===== config.mk =====
export PLATFORM = sky130hd
export DESIGN_NAME = clk_divider_prog
export DESIGN_NICKNAME = d
export VERILOG_FILES = /design/src/rtl/clk_divider_prog.sv
export SDC_FILE = /design/constraint.sdc
export NUM_CORES = 1
export LEC_CHECK = 0
export ABC_AREA = 1
export CAP_MARGIN = 10
export CORE_MARGIN = 5
export CORE_UTILIZATION = 65
export DETAILED_ROUTE_END_ITERATION = 16
export DONT_BUFFER_PORTS = 1
export GPL_TIMING_DRIVEN = 0
export HOLD_SLACK_MARGIN = 0.15
export PLACE_DENSITY_LB_ADDON = 0.12
export SYNTH_ARGS = -nofsm -noshare
export SYNTH_HDL_FRONTEND = slang
export SYNTH_SLANG_ARGS = --single-unit

===== constraint.sdc =====
create_clock -name i_clk_FPGA -period 4.9 [get_ports i_clk_FPGA]
set_clock_uncertainty 0.05 [all_clocks]
set_input_delay 0.49 -clock i_clk_FPGA [delete_from_list [all_inputs] [get_ports i_clk_FPGA]]
set_output_delay 0.49 -clock i_clk_FPGA [all_outputs]
set_load 0.005 [all_outputs]

===== src/rtl/clk_divider_prog.sv =====
// Multi-channel programmable clock divider: each channel emits a 50%-duty clock
// and a one-cycle tick, with glitch-free run-time reload of its half-period.
module clk_divider_prog #(
  parameter int CHANNELS    = 4,
  parameter int DIV_WIDTH   = 26,
  parameter int DEFAULT_DIV = 25_000_000,
  parameter int CH_W        = (CHANNELS > 1) ? $clog2(CHANNELS) : 1
) (
  input  logic                 i_clk_FPGA,
  input  logic                 i_reset_n,
  input  logic [CHANNELS-1:0]  i_enable,
  input  logic                 i_sync,
  input  logic                 i_load,
  input  logic [CH_W-1:0]      i_load_ch,
  input  logic [DIV_WIDTH-1:0] i_load_div,
  output logic [CHANNELS-1:0]  o_pending,
  output logic [CHANNELS-1:0]  o_clk,
  output logic [CHANNELS-1:0]  o_tick
);

  localparam logic [DIV_WIDTH-1:0] DEF_L = DIV_WIDTH'(DEFAULT_DIV);
  localparam logic [DIV_WIDTH-1:0] ONE   = DIV_WIDTH'(1);

  logic load_ok;
  assign load_ok = i_load && ({1'b0, i_load_ch} < (CH_W+1)'(CHANNELS));

  genvar gi;
  generate
    for (gi = 0; gi < CHANNELS; gi++) begin : g_ch
      logic [DIV_WIDTH-1:0] cnt_q, cnt_d;
      logic [DIV_WIDTH-1:0] lim_q, lim_d;
      logic [DIV_WIDTH-1:0] shadow_q, shadow_d;
      logic                 pend_q, pend_d;
      logic                 clk_q, clk_d;
      logic                 tick_q, tick_d;
      logic                 hit, run, tc, apply;

      always_comb begin
        hit      = load_ok && (i_load_ch == CH_W'(gi));
        run      = i_enable[gi] && (lim_q != '0);
        tc       = run && (cnt_q == lim_q - ONE);
        // A pending value only lands on a half-period boundary or while idle.
        apply    = pend_q && (tc || !i_enable[gi] || (lim_q == '0));
        cnt_d    = cnt_q;
        lim_d    = lim_q;
        shadow_d = shadow_q;
        pend_d   = pend_q;
        clk_d    = clk_q;
        tick_d   = 1'b0;
        if (i_sync) begin
          cnt_d = '0;
          clk_d = 1'b0;
          if (pend_q) lim_d = shadow_q;
          pend_d = 1'b0;
        end else begin
          tick_d = tc;
          if (tc) begin
            cnt_d = '0;
            clk_d = ~clk_q;
          end else if (run) begin
            cnt_d = cnt_q + ONE;
          end
          if (apply) begin
            lim_d  = shadow_q;
            cnt_d  = '0;
            pend_d = 1'b0;
          end
        end
        // Capture after apply so a same-cycle load stays pending for the next boundary.
        if (hit) begin
          shadow_d = i_load_div;
          pend_d   = 1'b1;
        end
      end

      always_ff @(posedge i_clk_FPGA) begin
        if (!i_reset_n) begin
          cnt_q    <= '0;
          lim_q    <= DEF_L;
          shadow_q <= DEF_L;
          pend_q   <= 1'b0;
          clk_q    <= 1'b0;
          tick_q   <= 1'b0;
        end else begin
          cnt_q    <= cnt_d;
          lim_q    <= lim_d;
          shadow_q <= shadow_d;
          pend_q   <= pend_d;
          clk_q    <= clk_d;
          tick_q   <= tick_d;
        end
      end

      assign o_pending[gi] = pend_q;
      assign o_clk[gi]     = clk_q;
      assign o_tick[gi]    = tick_q;
    end
  endgenerate

endmodule


---- Word-level counts from Yosys, hierarchy flattened ----
Cells that the tools add are included.
word-level totals
  bits in registers ....................... 324
  output and inout bits ................... 12
cells by class
  add/subtract/negate cells ............... 8
  eq/ne operators ......................... 11
  muxes and demuxes ....................... 24
  bitwise operators ....................... 5
  reductions and logical operators ........ 54
operators with widths
  cell                                                    number
  2-to-1 mux 26 bit                                       12
  adder 26 x 1 -> 26 bit (second input constant)          4
  equality test 26 bit                                    4
  zero test 26 bit                                        4
  nonzero test 26 bit                                     4
  subtractor 26 x 1 -> 26 bit (second input constant)     4
  logical AND 1 bit                                       16
  OR reduction 4 bit                                      4
  2-to-1 mux 1 bit                                        12
  nonzero test 3 bit                                      4
  logical OR 1 bit                                        8
  inequality test 2 x 1 -> 1 bit (second input constant)  4
  AND reduction 2 bit                                     4
  nonzero test 2 bit                                      4
  NOT 1 bit                                               5
  equality test 2 bit (second input constant)             2
  zero test 1 bit                                         4
  equality test 2 x 1 -> 1 bit (second input constant)    1
  zero test 2 bit                                         1
  OR reduction 2 bit                                      1

---- Depth between registers and ports, before layout ----
  depth in word-level cells ............... 9
  gate-level depth with buffers ........... 20

---- Least setup slack after synthesis ----
No wires, ideal clock.
  path type ............................... register to register
  from .................................... reg g_ch[2].lim_q[0]
  to ...................................... reg g_ch[2].lim_q[19]
  library setup time ...................... 0.134 ns
  arrival ................................. 2.025 ns
  path slack .............................. 2.691 ns
  cell stages (with the launch flop) ...... 19
  path buffers ............................ 1
  period minus slack after synthesis ...... 2.209 ns
  path through ............................ dfxtp_1 > inv_1 > ha_1 > inv_1 > nor2_1 > nand2_1 > nor2_2 > nand3_1 > o21ai_1 > nand2_1 > nor2_1 > nand2_1 > nor2_2 > nand2_2 > nand2_4 > nand2_2 > buf_6 > nand2_1 > nand3_1
on the way
  longest elaborated chain between the ends .. 8
RTL lines
  element                                                                    RTL line  text
  start, declared                                                            31        logic [DIV_WIDTH-1:0] lim_q, lim_d;
  start signal, assigned                                                     86        lim_q <= lim_d;
  subtractor 26 x 1 -> 26 bit / nonzero test 26 bit (equally long branches)  41, 40
  equality test 26 bit / logical AND 1 bit (equally long branches)           41, 40
  logical AND 1 bit                                                          41        tc = run && (cnt_q == lim_q - ONE);
  logical OR 1 bit                                                           43        apply = pend_q && (tc || !i_enable[gi] || (lim_q == '0));
  logical OR 1 bit (*)                                                       43
  logical AND 1 bit (*)                                                      43
  nonzero test 2 bit (no line) (*)                                           n/a
  AND reduction 2 bit (no line) (*)                                          n/a
Every way passes the cells marked *; elsewhere a longest branch is shown, timed or not.
A chain may end at the register's enable or synchronous reset.

---- Worst setup path after layout ----
  from .................................... reg g_ch[3].lim_q[0]
  to ...................................... reg g_ch[3].lim_q[1]
on the way
  longest elaborated chain between the ends .. 8
RTL lines
  element                                                                    RTL line
  start, declared                                                            31
  start signal, assigned                                                     86
  subtractor 26 x 1 -> 26 bit / nonzero test 26 bit (equally long branches)  41, 40
  equality test 26 bit / logical AND 1 bit (equally long branches)           41, 40
  logical AND 1 bit                                                          41
  logical OR 1 bit                                                           43
  logical OR 1 bit (*)                                                       43
  logical AND 1 bit (*)                                                      43
  nonzero test 2 bit (no line) (*)                                           n/a
  AND reduction 2 bit (no line) (*)                                          n/a
Marked as above.

==> qor.csv <==
metric,value,unit
result of the run,finished clean,
summed instance area of the synthesized netlist,0.0187,sq mm
Most common cell on crit path,sky130_fd_sc_hd__nand2_1,
Post-CTS Hold Fix Bufs,26,
detailed-route via count,18700,
Area Growth Syn to Fin,10.6,%
Max-Slew Margin vs Limit,32.1,%
floorplan die width,179,um
type of the worst setup path,flip-flop to flip-flop,
number of placement rows,62,
Critical Path Source Type,flip-flop,
total of cells resized after clock tree synthesis,0,
overflow left after global routing,0,
minimum setup slack after placement,1980,ps
core region area,0.0285,sq mm
number of buffers created by CTS,36,
crit path to,g_ch[3].lim_q[1],
post-CTS clock slew at the launch and capture registers of the worst setup and hold paths,70,ps
setup slack of the most critical reg-to-reg path,2100,ps
global-route wire length before repair,85800,um
number of unique standard cell types used by synthesis,38,
Register Area,0.00649,sq mm
number of maximum-capacitance violations,0,
Worst Max-Slew Pin Slew,1020,ps
arrival time of the worst setup path,3160,ps
final setup vio count,0,
clock latency of the later-clocked register in the worst-skew pair,520,ps
"synthesized-area fraction occupied by ao, oa, aoi and oai cells",8.10,%
fraction of synthesized area in multiplexers,0,%
number of pins with negative max-slew slack in the final report,0,
maximum fanout count along the critical path,10,
setup repair after global routing missed its margin,false,
DR WL/cell,15.8,um
Slowest cell on crit path,sky130_fd_sc_hd__dfxtp_1,
I/O pin total,48,
length in cells of the worst reg-to-reg path,16,
Pre-Repair DR Iteration Count,6,
die height,179,um
mean area per synthesized cell,6.44,sq um
maximum achievable frequency,357,MHz
Pleak,8.57,nW
# DRC,0,
number of fill cells in the layout,2416,
critical path startpoint,g_ch[3].lim_q[0],
fraction of layout instances using a drive strength above 1,6.84,%
XOR/XNOR share of the synthesized area,6.59,%
global router's overall resource usage,32.8,%
maximum buffer depth of the clock tree,3,
H-tree depth reported by CTS,2,
DRC violation total after the first TritonRoute iteration,1399,
clock sink count,324,
total power per unit cell area,295,mW/mm^2
maximum ir drop on the vdd rail,0.282,mV
number of nets in the layout,3008,
highest-count cells in the layout ignoring fill and taps,"sky130_fd_sc_hd__nand2_1 (805), sky130_fd_sc_hd__nor2_1 (352), sky130_fd_sc_hd__dfxtp_1 (324)",
endpoints failing hold,0,
kind of capture point of the worst setup path,flip-flop,
setup TNS,0,ps
required time of the critical path,5260,ps
initial cell density of the core,65.3,%
vias in the first global route,17700,
placed wire-length estimate after detailed placement,39500,um
Placer Congestion,0.961,
worst-case setup margin in the final layout,2100,ps
number of nets produced by synthesis,2944,
Seq cells post-synth,324,
combinational family with the most area after synthesis,simple AND/OR/NAND/NOR gates,
classification of the worst-slack hold path,input port to flip-flop,
pin count of the biggest net entering global routing,15,
Routed Wire Length,53500,um
cell chosen for the clock root,sky130_fd_sc_hd__clkbuf_16,
r2r endpoint,g_ch[3].lim_q[1],
number of port buffers,0,
area enclosed by the die boundary,0.0322,sq mm
Post-DRT Antenna Nets,0,
worst reg2reg path startpoint,g_ch[3].lim_q[0],
adder-cell share of the synthesized area,0.805,%
sequential area share after synthesis,34.8,%
simple logic cell fraction of the synthesized area,39.7,%
CP max stage delay,330,ps
final critical path time including I/O delays and setup,2800,ps
antenna violations before repair,11,
most frequent standard cell in the layout excluding fill and tap cells,sky130_fd_sc_hd__nand2_1,
Setup Buffers After CTS,0,
area taken by multi-input logic gates,0.0103,sq mm
TritonCTS clock tree,yes,
ratio of final minimum period to clock period,57.2,%
yosys warns,0,
detail-routed via count per cell,5.54,
"sum of internal, switching and leakage power",0.00609,W
series of cell instances along the critical path,"inv_1, ha_1, inv_1, nor2_2, nand3_1, o21ai_1, nand2_1, nor2_1, nand2_1, nor2_2, nand2_1, nand2_4, buf_4, nand3_1, nand2_1, nor2_1",
Synth Instances,2896,
-- worst min path at each step --
stage                    startpoint                    to  slack, ps  cells past startpoint
2_1_floorplan  g_ch[2].shadow_q[11]  g_ch[2].shadow_q[11]        380                      2
3_3_place_gp   g_ch[2].shadow_q[21]  g_ch[2].shadow_q[21]        390                      2
3_5_place_dp   g_ch[2].shadow_q[21]  g_ch[2].shadow_q[21]        400                      2
4_1_cts               i_load_div[0]   g_ch[1].shadow_q[0]        150                      2
5_1_grt              i_load_div[10]  g_ch[3].shadow_q[10]        170                      2
6_report             i_load_div[23]  g_ch[1].shadow_q[23]        150                      2
-- where the power goes --
group          switching [W]  leakage [nW]  internal, W
logic               0.000385          5.35     0.000191
clock network        0.00109         0.583      0.00164
registers          0.0000681          2.63      0.00271
total                0.00154          8.57      0.00455
-- flip-flops by register name, indices dropped and copies added, names as in the netlist --
register	flops
g_ch.cnt_q	104
g_ch.lim_q	104
g_ch.shadow_q	104
g_ch.clk_q	4
g_ch.pend_q	4
g_ch.tick_q	4
-- metal layers --
metal,up-vias,global-route usage (%),share of wire (%)
met5,-,0,0
met3,206,4.93,5.1
met1,8522,37.5,40
met4,0,19.9,6.7
met2,633,57.6,48
li1,9372,-,-
-- cell type report --
class                      instances  share of cell area, %
antenna                           15                  0.182
buffer                           126                   3.40
clock buffer                      49                   5.05
clock inverter                    13                  0.734
inverter                         313                   5.70
multi-input combinational       2133                   49.9
sequential                       324                   31.5
tap                              384                   2.33
timing repair buffer              26                   1.26
-- cell usage after synthesis (all sizes together) --
cell type | instances | area share (%)
nor4 | 22 | 0.74
nand3 | 317 | 8.8
nor3b | 1 | 0.040
nand2 | 828 | 17
dfxtp | 324 | 35
o21ai | 89 | 2.4
inv | 310 | 6.2
a21o | 1 | 0.040
nor2 | 390 | 8.5
nand4 | 60 | 2.0
clkbuf | 70 | 1.4
o21bai | 10 | 0.40
clkinv | 3 | 0.060
xnor2 | 55 | 2.6
ha | 12 | 0.81
buf | 56 | 2.3
a21oi | 182 | 5.1
xnor3 | 4 | 0.48
or2 | 13 | 0.44
or3 | 1 | 0.034
nor3 | 50 | 1.3
xor2 | 75 | 3.5
nand3b | 17 | 0.68
a31oi | 6 | 0.20
-- through the flow --
stage / util, % / instance area [sq um] / instances / hold WS [ps]
2_1_floorplan: - / 18700 / 2896 / 380
3_3_place_gp: 67.0 / 19100 / 3280 / 390
3_5_place_dp: 67.0 / 19100 / 3280 / 396
4_1_cts: 72.1 / 20600 / 3368 / 152
5_1_grt: 72.2 / 20600 / 3381 / 171
6_report: 72.2 / 20600 / 3383 / 148
-- logic make-up after synthesis --
group,after synthesis
simple gates,1699
xor+xnor,134
buf+inv,439
compound gates,288
flops,324
fa+ha+maj,12
-- worst max-delay path: cells and delay by family, from the launching register on --
family / cells / cell delay, ps
buf+inv: 3 / 400
fa+ha+maj: 1 / 310
simple gates: 11 / 1440
flops: 1 / 330
compound gates: 1 / 140
Power figures use the tool's default switching activity.
